<file path="src/rtl/antares_branch_predictor_pkg.sv">
// Shared definitions for the antares branch predictor: 2-bit counter encodings
// and the saturating update helpers used when training the BTB.
package antares_branch_predictor_pkg;

    typedef enum logic [1:0] {
        CNT_SNT = 2'b00,
        CNT_WNT = 2'b01,
        CNT_WT  = 2'b10,
        CNT_ST  = 2'b11
    } cnt_t;

    function automatic logic [1:0] sat_inc(input logic [1:0] cnt);
        return (cnt == CNT_ST) ? CNT_ST : cnt + 2'd1;
    endfunction

    function automatic logic [1:0] sat_dec(input logic [1:0] cnt);
        return (cnt == CNT_SNT) ? CNT_SNT : cnt - 2'd1;
    endfunction

endpackage

</file>
<file path="src/rtl/antares_branch_predictor_btb_ram.sv">
// Branch target buffer storage: valid bits in resettable flops, tag/target/counter
// arrays unreset. Asynchronous reads, one synchronous write port.
module antares_branch_predictor_btb_ram #(
    parameter int IDX      = 6,
    parameter int TAG_BITS = 24
) (
    input  logic                clk,
    input  logic                rst,
    input  logic [IDX-1:0]      lookup_idx,
    output logic                lookup_valid,
    output logic [TAG_BITS-1:0] lookup_tag,
    output logic [31:0]         lookup_target,
    output logic [1:0]          lookup_cnt,
    input  logic [IDX-1:0]      train_idx,
    output logic                train_valid,
    output logic [TAG_BITS-1:0] train_tag,
    output logic [1:0]          train_cnt,
    input  logic                wr_en,
    input  logic                wr_target_en,
    input  logic [IDX-1:0]      wr_idx,
    input  logic [TAG_BITS-1:0] wr_tag,
    input  logic [31:0]         wr_target,
    input  logic [1:0]          wr_cnt
);

    localparam int ENTRIES = 1 << IDX;

    logic [ENTRIES-1:0]  valid;
    logic [TAG_BITS-1:0] tag_mem    [ENTRIES];
    logic [31:0]         target_mem [ENTRIES];
    logic [1:0]          cnt_mem    [ENTRIES];

    // The training side needs its own read of the entry in ID, since it may differ from the IF entry.
    assign lookup_valid  = valid[lookup_idx];
    assign lookup_tag    = tag_mem[lookup_idx];
    assign lookup_target = target_mem[lookup_idx];
    assign lookup_cnt    = cnt_mem[lookup_idx];
    assign train_valid   = valid[train_idx];
    assign train_tag     = tag_mem[train_idx];
    assign train_cnt     = cnt_mem[train_idx];

    always_ff @(posedge clk) begin
        if (rst) begin
            valid <= '0;
        end else if (wr_en) begin
            valid[wr_idx] <= 1'b1;
        end
    end

    always_ff @(posedge clk) begin
        if (wr_en && !rst) begin
            tag_mem[wr_idx] <= wr_tag;
            cnt_mem[wr_idx] <= wr_cnt;
            if (wr_target_en) begin
                target_mem[wr_idx] <= wr_target;
            end
        end
    end

endmodule

</file>
<file path="src/rtl/antares_branch_predictor.sv">
// Dynamic branch predictor: direct-mapped BTB with 2-bit counters, IF-stage lookup,
// ID-stage mispredict check with recovery PC, and table training from resolved branches.
module antares_branch_predictor
    import antares_branch_predictor_pkg::*;
#(
    parameter int         ENTRIES  = 64,
    parameter logic [1:0] CNT_INIT = CNT_WT
) (
    input  logic        clk,
    input  logic        rst,
    input  logic [31:0] if_pc,
    input  logic        if_stall,
    input  logic        if_flush,
    output logic        if_predict_taken,
    output logic [31:0] if_predict_target,
    input  logic [31:0] id_pc,
    input  logic        id_is_branch,
    input  logic        id_uncond,
    input  logic        id_take_branch,
    input  logic [31:0] id_branch_target,
    input  logic        id_stall,
    output logic        id_mispredict,
    output logic [31:0] id_recover_pc
);

    localparam int IDX      = $clog2(ENTRIES);
    localparam int TAG_BITS = 30 - IDX;

    logic                lookup_valid;
    logic [TAG_BITS-1:0] lookup_tag;
    logic [31:0]         lookup_target;
    logic [1:0]          lookup_cnt;
    logic                lookup_hit;
    logic                train_valid;
    logic [TAG_BITS-1:0] train_tag;
    logic [1:0]          train_cnt;
    logic                train_hit;
    logic                active;
    logic                wr_en;
    logic                wr_target_en;
    logic [1:0]          wr_cnt;
    logic                pred_taken_q;
    logic [31:0]         pred_target_q;
    logic                unused_pc_bits;

    assign unused_pc_bits = ^{if_pc[1:0], id_pc[1:0]};

    antares_branch_predictor_btb_ram #(
        .IDX      (IDX),
        .TAG_BITS (TAG_BITS)
    ) u_btb_ram (
        .clk           (clk),
        .rst           (rst),
        .lookup_idx    (if_pc[IDX+1:2]),
        .lookup_valid  (lookup_valid),
        .lookup_tag    (lookup_tag),
        .lookup_target (lookup_target),
        .lookup_cnt    (lookup_cnt),
        .train_idx     (id_pc[IDX+1:2]),
        .train_valid   (train_valid),
        .train_tag     (train_tag),
        .train_cnt     (train_cnt),
        .wr_en         (wr_en),
        .wr_target_en  (wr_target_en),
        .wr_idx        (id_pc[IDX+1:2]),
        .wr_tag        (id_pc[31:IDX+2]),
        .wr_target     (id_branch_target),
        .wr_cnt        (wr_cnt)
    );

    assign lookup_hit        = !rst && lookup_valid && (lookup_tag == if_pc[31:IDX+2]);
    assign if_predict_taken  = lookup_hit && lookup_cnt[1];
    assign if_predict_target = lookup_hit ? lookup_target : 32'd0;

    always_ff @(posedge clk) begin
        if (rst || if_flush) begin
            pred_taken_q  <= 1'b0;
            pred_target_q <= 32'd0;
        end else if (!if_stall) begin
            pred_taken_q  <= if_predict_taken;
            pred_target_q <= if_predict_target;
        end
    end

    assign active        = id_is_branch && !id_stall && !rst;
    assign id_mispredict = active && ((id_take_branch != pred_taken_q) ||
                                      (id_take_branch && (id_branch_target != pred_target_q)));
    assign id_recover_pc = id_take_branch ? id_branch_target : id_pc + 32'd4;

    assign train_hit = train_valid && (train_tag == id_pc[31:IDX+2]);

    // A not-taken resolve only allocates nothing; a hit keeps its target unless taken.
    always_comb begin
        wr_en        = 1'b0;
        wr_target_en = 1'b0;
        wr_cnt       = train_cnt;
        if (active) begin
            if (train_hit) begin
                wr_en        = 1'b1;
                wr_target_en = id_take_branch;
                if (id_uncond) begin
                    wr_cnt = CNT_ST;
                end else if (id_take_branch) begin
                    wr_cnt = sat_inc(train_cnt);
                end else begin
                    wr_cnt = sat_dec(train_cnt);
                end
            end else if (id_take_branch) begin
                wr_en        = 1'b1;
                wr_target_en = 1'b1;
                wr_cnt       = id_uncond ? CNT_ST : CNT_INIT;
            end
        end
    end

endmodule
</file>
<file path="config.mk">
export PLATFORM = sky130hd
export DESIGN_NAME = antares_branch_predictor
export DESIGN_NICKNAME = d
export VERILOG_FILES = /design/src/rtl/antares_branch_predictor_pkg.sv /design/src/rtl/antares_branch_predictor_btb_ram.sv /design/src/rtl/antares_branch_predictor.sv
export SDC_FILE = /design/constraint.sdc
export NUM_CORES = 2
export LEC_CHECK = 0
export CORE_AREA = 3 3 541 543
export CTS_CLUSTER_SIZE = 30
export DETAILED_ROUTE_END_ITERATION = 16
export DIE_AREA = 0 0 544 546
export PLACE_DENSITY_LB_ADDON = 0.12
export SLEW_MARGIN = 20
export SYNTH_ARGS = -nofsm -noshare
export SYNTH_HDL_FRONTEND = slang
export SYNTH_SLANG_ARGS = --single-unit
</file>
<file path="constraint.sdc">
create_clock -name clk -period 14.1 [get_ports clk]
set_clock_uncertainty 0.1 [all_clocks]
set_input_delay 3.525 -clock clk [delete_from_list [all_inputs] [get_ports clk]]
set_output_delay 3.525 -clock clk [all_outputs]
set_load 0.1 [all_outputs]
</file>
Word-level counts from Yosys, hierarchy flattened
Memory sizes are Yosys's and may differ from the RTL's.
Cells that the tools add are included.
{"block": "totals", "memories": 3, "output_inout_bits": 66, "register_bits": 97, "ramBits": 3712}
{"block": "op_classes", "n_reduce_logical": 15, "n_eq_ne": 5, "muxes": 26, "add_sub_neg": 3, "n_lt_le_gt_ge": 3, "bitwise": 1}
{"name": "u_btb_ram.target_mem", "words": 64, "word_bits": 32, "rd": 1, "rd_clocked_by_memory_dff": 0, "write_ports": 1, "line": "antares_branch_predictor_btb_ram.sv:30", "source": "logic [31:0] target_mem [ENTRIES];"}
{"name": "u_btb_ram.tag_mem", "words": 64, "word_bits": 24, "rd": 2, "rd_clocked_by_memory_dff": 0, "write_ports": 1, "line": "antares_branch_predictor_btb_ram.sv:29", "source": "logic [TAG_BITS-1:0] tag_mem [ENTRIES];"}
{"name": "u_btb_ram.cnt_mem", "words": 64, "word_bits": 2, "rd": 2, "rd_clocked_by_memory_dff": 0, "write_ports": 1, "line": "antares_branch_predictor_btb_ram.sv:31", "source": "logic [1:0] cnt_mem [ENTRIES];"}
{"cell": "32-bit two-way mux", "count": 2}
{"cell": "64-bit bitwise OR", "count": 1}
{"cell": "24-bit == test", "count": 2}
{"cell": "32-bit by 3-bit adder with 32-bit output (second input constant)", "count": 1}
{"cell": "32-bit inequality test", "count": 1}
{"cell": "6-bit by 7-bit less-than comparator with 1-bit output (second input constant)", "count": 2}
{"cell": "1-bit two-way mux", "count": 14}
{"cell": "2-bit two-way mux", "count": 7}
{"cell": "1-bit binary-select mux with 6-bit select", "count": 2}
{"cell": "1-bit logical AND", "count": 10}
{"cell": "1-bit demux with 6-bit select", "count": 1}
{"cell": "6-bit by 1-bit >= comparator with 1-bit output (second input constant)", "count": 1}
{"cell": "2-bit by 1-bit adder with 2-bit output (second input constant)", "count": 1}
{"cell": "2-bit == test (second input constant)", "count": 1}
{"cell": "1-bit logical NOT", "count": 2}
{"cell": "2-bit logical NOT", "count": 1}
{"cell": "1-bit logical OR", "count": 2}
{"cell": "2-bit by 1-bit subtractor with 2-bit output (second input constant)", "count": 1}
{"cell": "1-bit inequality test", "count": 1}

Logic depth before layout (Yosys ltp)
{"block": "logic_depth", "depth_word": 8, "mapped_depth": 18}

Hierarchy
A second synthesis with hierarchy kept.
{"block": "hier_totals", "hier_cells": 7589, "area_unflattened_um2": 162070.4}
{"mod": "antares_branch_predictor_btb_ram", "n_inst": 1, "cells_per_inst": 7205, "area_per_inst_um2": 158893.6}
{"mod": "antares_branch_predictor", "n_inst": 1, "cells_per_inst": 384, "area_per_inst_um2": 3176.8}

Least setup slack after synthesis
Ideal clock, no wire load.
{"block": "synth_timing", "path_type": "input to output", "startpoint": "input id_pc[3]", "endpoint": "output id_recover_pc[29]", "setup_slack_ns": 2.257, "cell_stages": 14, "arrival_ns": 8.218, "t_required_ns": 10.475, "cell_sequence": "buf_4 -> buf_6 -> buf_4 -> buf_2 -> buf_4 -> buf_4 -> buf_4 -> nand2_1 -> nor3_1 -> nand3_1 -> nor2_1 -> nand3_1 -> xor2_1 -> o21ai_0"}
{"block": "synth_between", "elab_chain_len": 2}
{"item": "from (decl)", "line": "antares_branch_predictor.sv:16", "source": "input logic [31:0] id_pc,"}
{"item": "32-bit by 3-bit adder with 32-bit output", "line": "antares_branch_predictor.sv:88", "source": "assign id_recover_pc = id_take_branch ? id_branch_target : id_pc + 32'd4;"}
{"item": "32-bit two-way mux", "line": "antares_branch_predictor.sv:88"}
{"item": "to (decl)", "line": "antares_branch_predictor.sv:23", "source": "output logic [31:0] id_recover_pc"}
No other way between the ends.

Final worst setup path
{"block": "layout_timing", "startpoint": "input if_pc[2]", "endpoint": "output if_predict_target[7]"}
{"block": "layout_between", "elab_chain_len": 5}
{"item": "from (decl)", "line": "antares_branch_predictor.sv:11", "source": "input logic [31:0] if_pc,"}
{"item": "parallel branches: the longest is 4 deep, another holds memory 64 x 24 bit"}
{"item": "32-bit two-way mux (*)", "line": "antares_branch_predictor.sv:73", "source": "assign if_predict_target = lookup_hit ? lookup_target : 32'd0;"}
{"item": "to (decl)", "line": "antares_branch_predictor.sv:15", "source": "output logic [31:0] if_predict_target,"}
Mark *: on every way between the ends. The select of a mux whose other input is x is not followed.

==> summary.md <==
| Metric | Value |
|---|---|
| Status | completed |
| Slew headroom | 17.26% |
| Final instance area | 181600 sq um |
| Number of enable flip-flop cells after synthesis | 3712 |
| # setup viols final | 0 |
| Leak | 56.80 nW |
| Core Box Area | 288100 sq um |
| 1st-iter DRT viols | 16260 |
| Synthesized instance count | 7828 |
| Residual DRC | 0 |
| H-tree depth | 5 |
| Gr usage total | 37.03% |
| DP Wirelength | 315300 um |
| PortBufs | 167 |
| Synth top area share | 69.26% |
| CTS tree | done |
| Vias | 92680 |
| Full die area | 297000 sq um |
| Slew @ Worst Pin | 1.237 ns |
| Most numerous cell on the critical path | mux4_2 |
| Nets | 8326 |
| CP Launch Type | input port |
| Worst vdd ir | 0.0001135 V |
| Critical path's slowest cell | mux4_2 |
| # resized after CTS | 0 |
| Vias per std cell | 7.513 |
| RSZ-0062 raised after global routing | false |
| Hold_buf cts | 0 |
| Primary FF master, synth | edfxtp_1 |
| Fillers | 19590 |
| Io pins | 170 |
| Largest net degree at the start of global routing | 150 |
| Final wirelength | 552700 um |
| Post-DP Area | 169400 sq um |
| Yosys reg bits | 3809 |
| CTS max path bufs | 4 |
| Clock power share | 41.2% |
| Period Utilization, post-route | 88.73% |
| Die X | 544 um |
| Switching power | 5.542 mW |
| Die Y-Extent | 546 um |
| CP arrival | 8.89 ns |
| Min Hold Slack | 0.3678 ns |
| Row cnt | 197 |
| Max_cap viols | 0 |
| Vias in the first global route | 90780 |
| Internal power | 18.62 mW |
| GP Congestion | 0.9524 |
| Comb pwr share | 7.4% |
| Final hold viol count | 0 |
| Antenna viol nets, final | 0 |
| Critical path endpoint category | primary output |
| Clock sink count | 3809 |
| Mapped Area | 160900 sq um |
| Worst-path fanout max | 68 |
| Crit-path cells | buf_16 -> buf_12 -> mux4_2 -> mux4_2 -> mux4_2 -> xnor2_1 -> nand4_1 -> nor3_1 -> nand4_1 -> buf_4 -> nor2b_1 -> buf_12 |
| Syn Nets | 7933 |
| GRT overflow | 0 |
| Sequential Power Share | 51.5% |
| Hold Crit Class | flop to flop |
| CP Buf/Inv Count | 4 |
| Num CTS Buffers | 386 |
| Fin. max-slew vios | 0 |
| Critical path's top delay family | multiplexers |
| Post-CTS setup buffer count | 0 |
| Sum Neg Setup Slack | 0 ns |
| Syn avg cell area | 20.56 sq um |
| First-pass GRT wire length | 751600 um |
| Sw frac | 22.93% |
| Yosys top cell by area | edfxtp_1 |
| Drt first pass iters | 9 |
| Initial antenna violation count | 23 |
| Number of library cell types mapped by synthesis | 84 |
| Worst-path clk slew | 0.06 ns |
| Critical path's largest stage delay | 0.58 ns |
| Minimum clock period | 12.51 ns |
| Ratio of cells with drive above 1 in the final layout | 31.10% |
| Crit path kind | input port to primary output |
| Largest cells by area after synthesis | edfxtp_1 (69%), mux4_2 (18%), dfxtp_1 (1.2%) |
| Ys Warns | 0 |
| Power Dens Cells | 133.1 nW/um^2 |
| Clock Latency Late Sink | 0.96 ns |
| FMAX | 0.07993 GHz |
| Sequential fraction of the synthesis area | 70.47% |
| DR WL/cell | 44.81 um |
| Layout area overhead | 12.82% |
| Root Buffer | clkbuf_16 |
| Ys async rst share | 0% |
| Initial Utilization | 55.85% |
| Req. time, crit path | 10.47 ns |
[kinds of logic after synthesis]
family | count (synthesis) | synth area share, %
AOI/OAI and AO/OA | 984 | 4.460
xor gates and xnor gates | 102 | 0.5551
adders and majority gates | 1 | 0.007773
buffers and inverters | 608 | 1.786
DFF | 3809 | 70.47
muxes | 1582 | 20.06
and+or+nand+nor | 742 | 2.661
[stage by stage]
| step | cells | util [%] | setup slack (ns) | power, mW |
|---|---|---|---|---|
| 3_5_place_dp | 11610 | 58.79 | 1.808 | 14.41 |
| 5_1_grt | 12320 | 63.01 | 1.481 | 24.71 |
| 3_3_place_gp | 11610 | 58.78 | 1.814 | 14.39 |
| 6_report | 12340 | 63.02 | 1.589 | 24.17 |
| 2_1_floorplan | 7828 | - | 2.257 | 13.64 |
| 4_1_cts | 12320 | 62.99 | 1.787 | 24.19 |
[power groups by stage]
| stage | clock (mW) | sequential, mW | combinational (mW) |
|---|---|---|---|
| after detailed placement | 0 | 12.7 | 1.73 |
| after global routing | 10.5 | 12.4 | 1.81 |
| after global placement | 0 | 12.7 | 1.71 |
| after floorplan | 0 | 12.7 | 0.960 |
| final | 9.95 | 12.4 | 1.78 |
| after CTS | 10.0 | 12.4 | 1.74 |
[worst reg2reg max path, delay by kind of cell (launching register included)]
family / cells / cell delay (ns)
AOI/OAI and AO/OA: 4 / 1.35
xor gates and xnor gates: 1 / 0.52
DFF: 1 / 0.41
muxes: 2 / 0.77
and+or+nand+nor: 3 / 2.53
buffers and inverters: 2 / 0.80
[Yosys cell counts, types with 25 or more instances]
library cell / count
mux2_2: 99
nand3_1: 46
nor2_1: 134
dfxtp_1: 97
nor2b_1: 37
buf_1: 114
xor2_1: 52
clkbuf_1: 264
a221o_1: 25
buf_4: 56
o21a_1: 50
edfxtp_1: 3712
o21ai_0: 111
mux4_2: 1305
a22o_1: 26
a21oi_1: 97
mux2i_1: 177
a221oi_1: 166
xnor2_1: 50
nor4_2: 57
buf_6: 29
and3_1: 26
nand2_1: 212
buf_2: 130
o22ai_1: 89
nand3b_1: 30
nor3_1: 39
a22oi_1: 225
[placed cells by master, fill, tap and decap left out, drive strengths merged, types with 50 or more instances in the layout]
| cell | count |
|---|---|
| edfxtp | 3712 |
| mux4 | 1305 |
| buf | 541 |
| clkbuf | 488 |
| a22oi | 225 |
| nand2 | 213 |
| mux2i | 177 |
| a221oi | 166 |
| clkinv | 165 |
| nor2 | 135 |
| o21ai | 116 |
| mux2 | 100 |
| a21oi | 98 |
| dfxtp | 97 |
| o22ai | 89 |
| nor4 | 83 |
| clkdlybuf4s50 | 58 |
| xor2 | 52 |
| o21a | 50 |
| xnor2 | 50 |
[area by class of cell]
type	count	area (sq um)	share of cell area, %
clock buffer	488	10280	5.661
antenna	16	40.04	0.02205
clock inverter	218	1834	1.010
tap	3781	4731	2.605
inverter	14	62.56	0.03445
timing repair buffer	599	5356	2.950
multi-input combinational	3411	45860	25.26
sequential	3809	113400	62.46
[state kept, by name, indices dropped and copies added (netlist names)]
name / flops
u_btb_ram.valid: 64
u_btb_ram.tag_mem: 1536
pred_taken_q: 1
u_btb_ram.target_mem: 2048
u_btb_ram.cnt_mem: 128
pred_target_q: 32
[layer usage]
metal	part of all wire (%)	global-route usage (%)	vias up
met1	33	47.74	48460
li1	-	-	34610
met3	12	9.485	1884
met2	46	55.64	7727
met4	8.7	25.60	8
met5	0.024	0.2273	-
[worst paths after layout]
path	start	endpoint	slack (ns)	cells past startpoint
worst max register to register	u_btb_ram.tag_mem[13][20]$_DFFE_PP_	u_btb_ram.tag_mem[42][2]$_DFFE_PP_	7.28	12
worst min register to register	pred_target_q[5]$_SDFFE_PP0N_	pred_target_q[5]$_SDFFE_PP0N_	0.37	2
worst max-delay path	if_pc[2]	if_predict_target[7]	1.59	12
worst min-delay path	pred_target_q[5]$_SDFFE_PP0N_	pred_target_q[5]$_SDFFE_PP0N_	0.37	2
No activity file was read; power rests on OpenSTA's default activity.
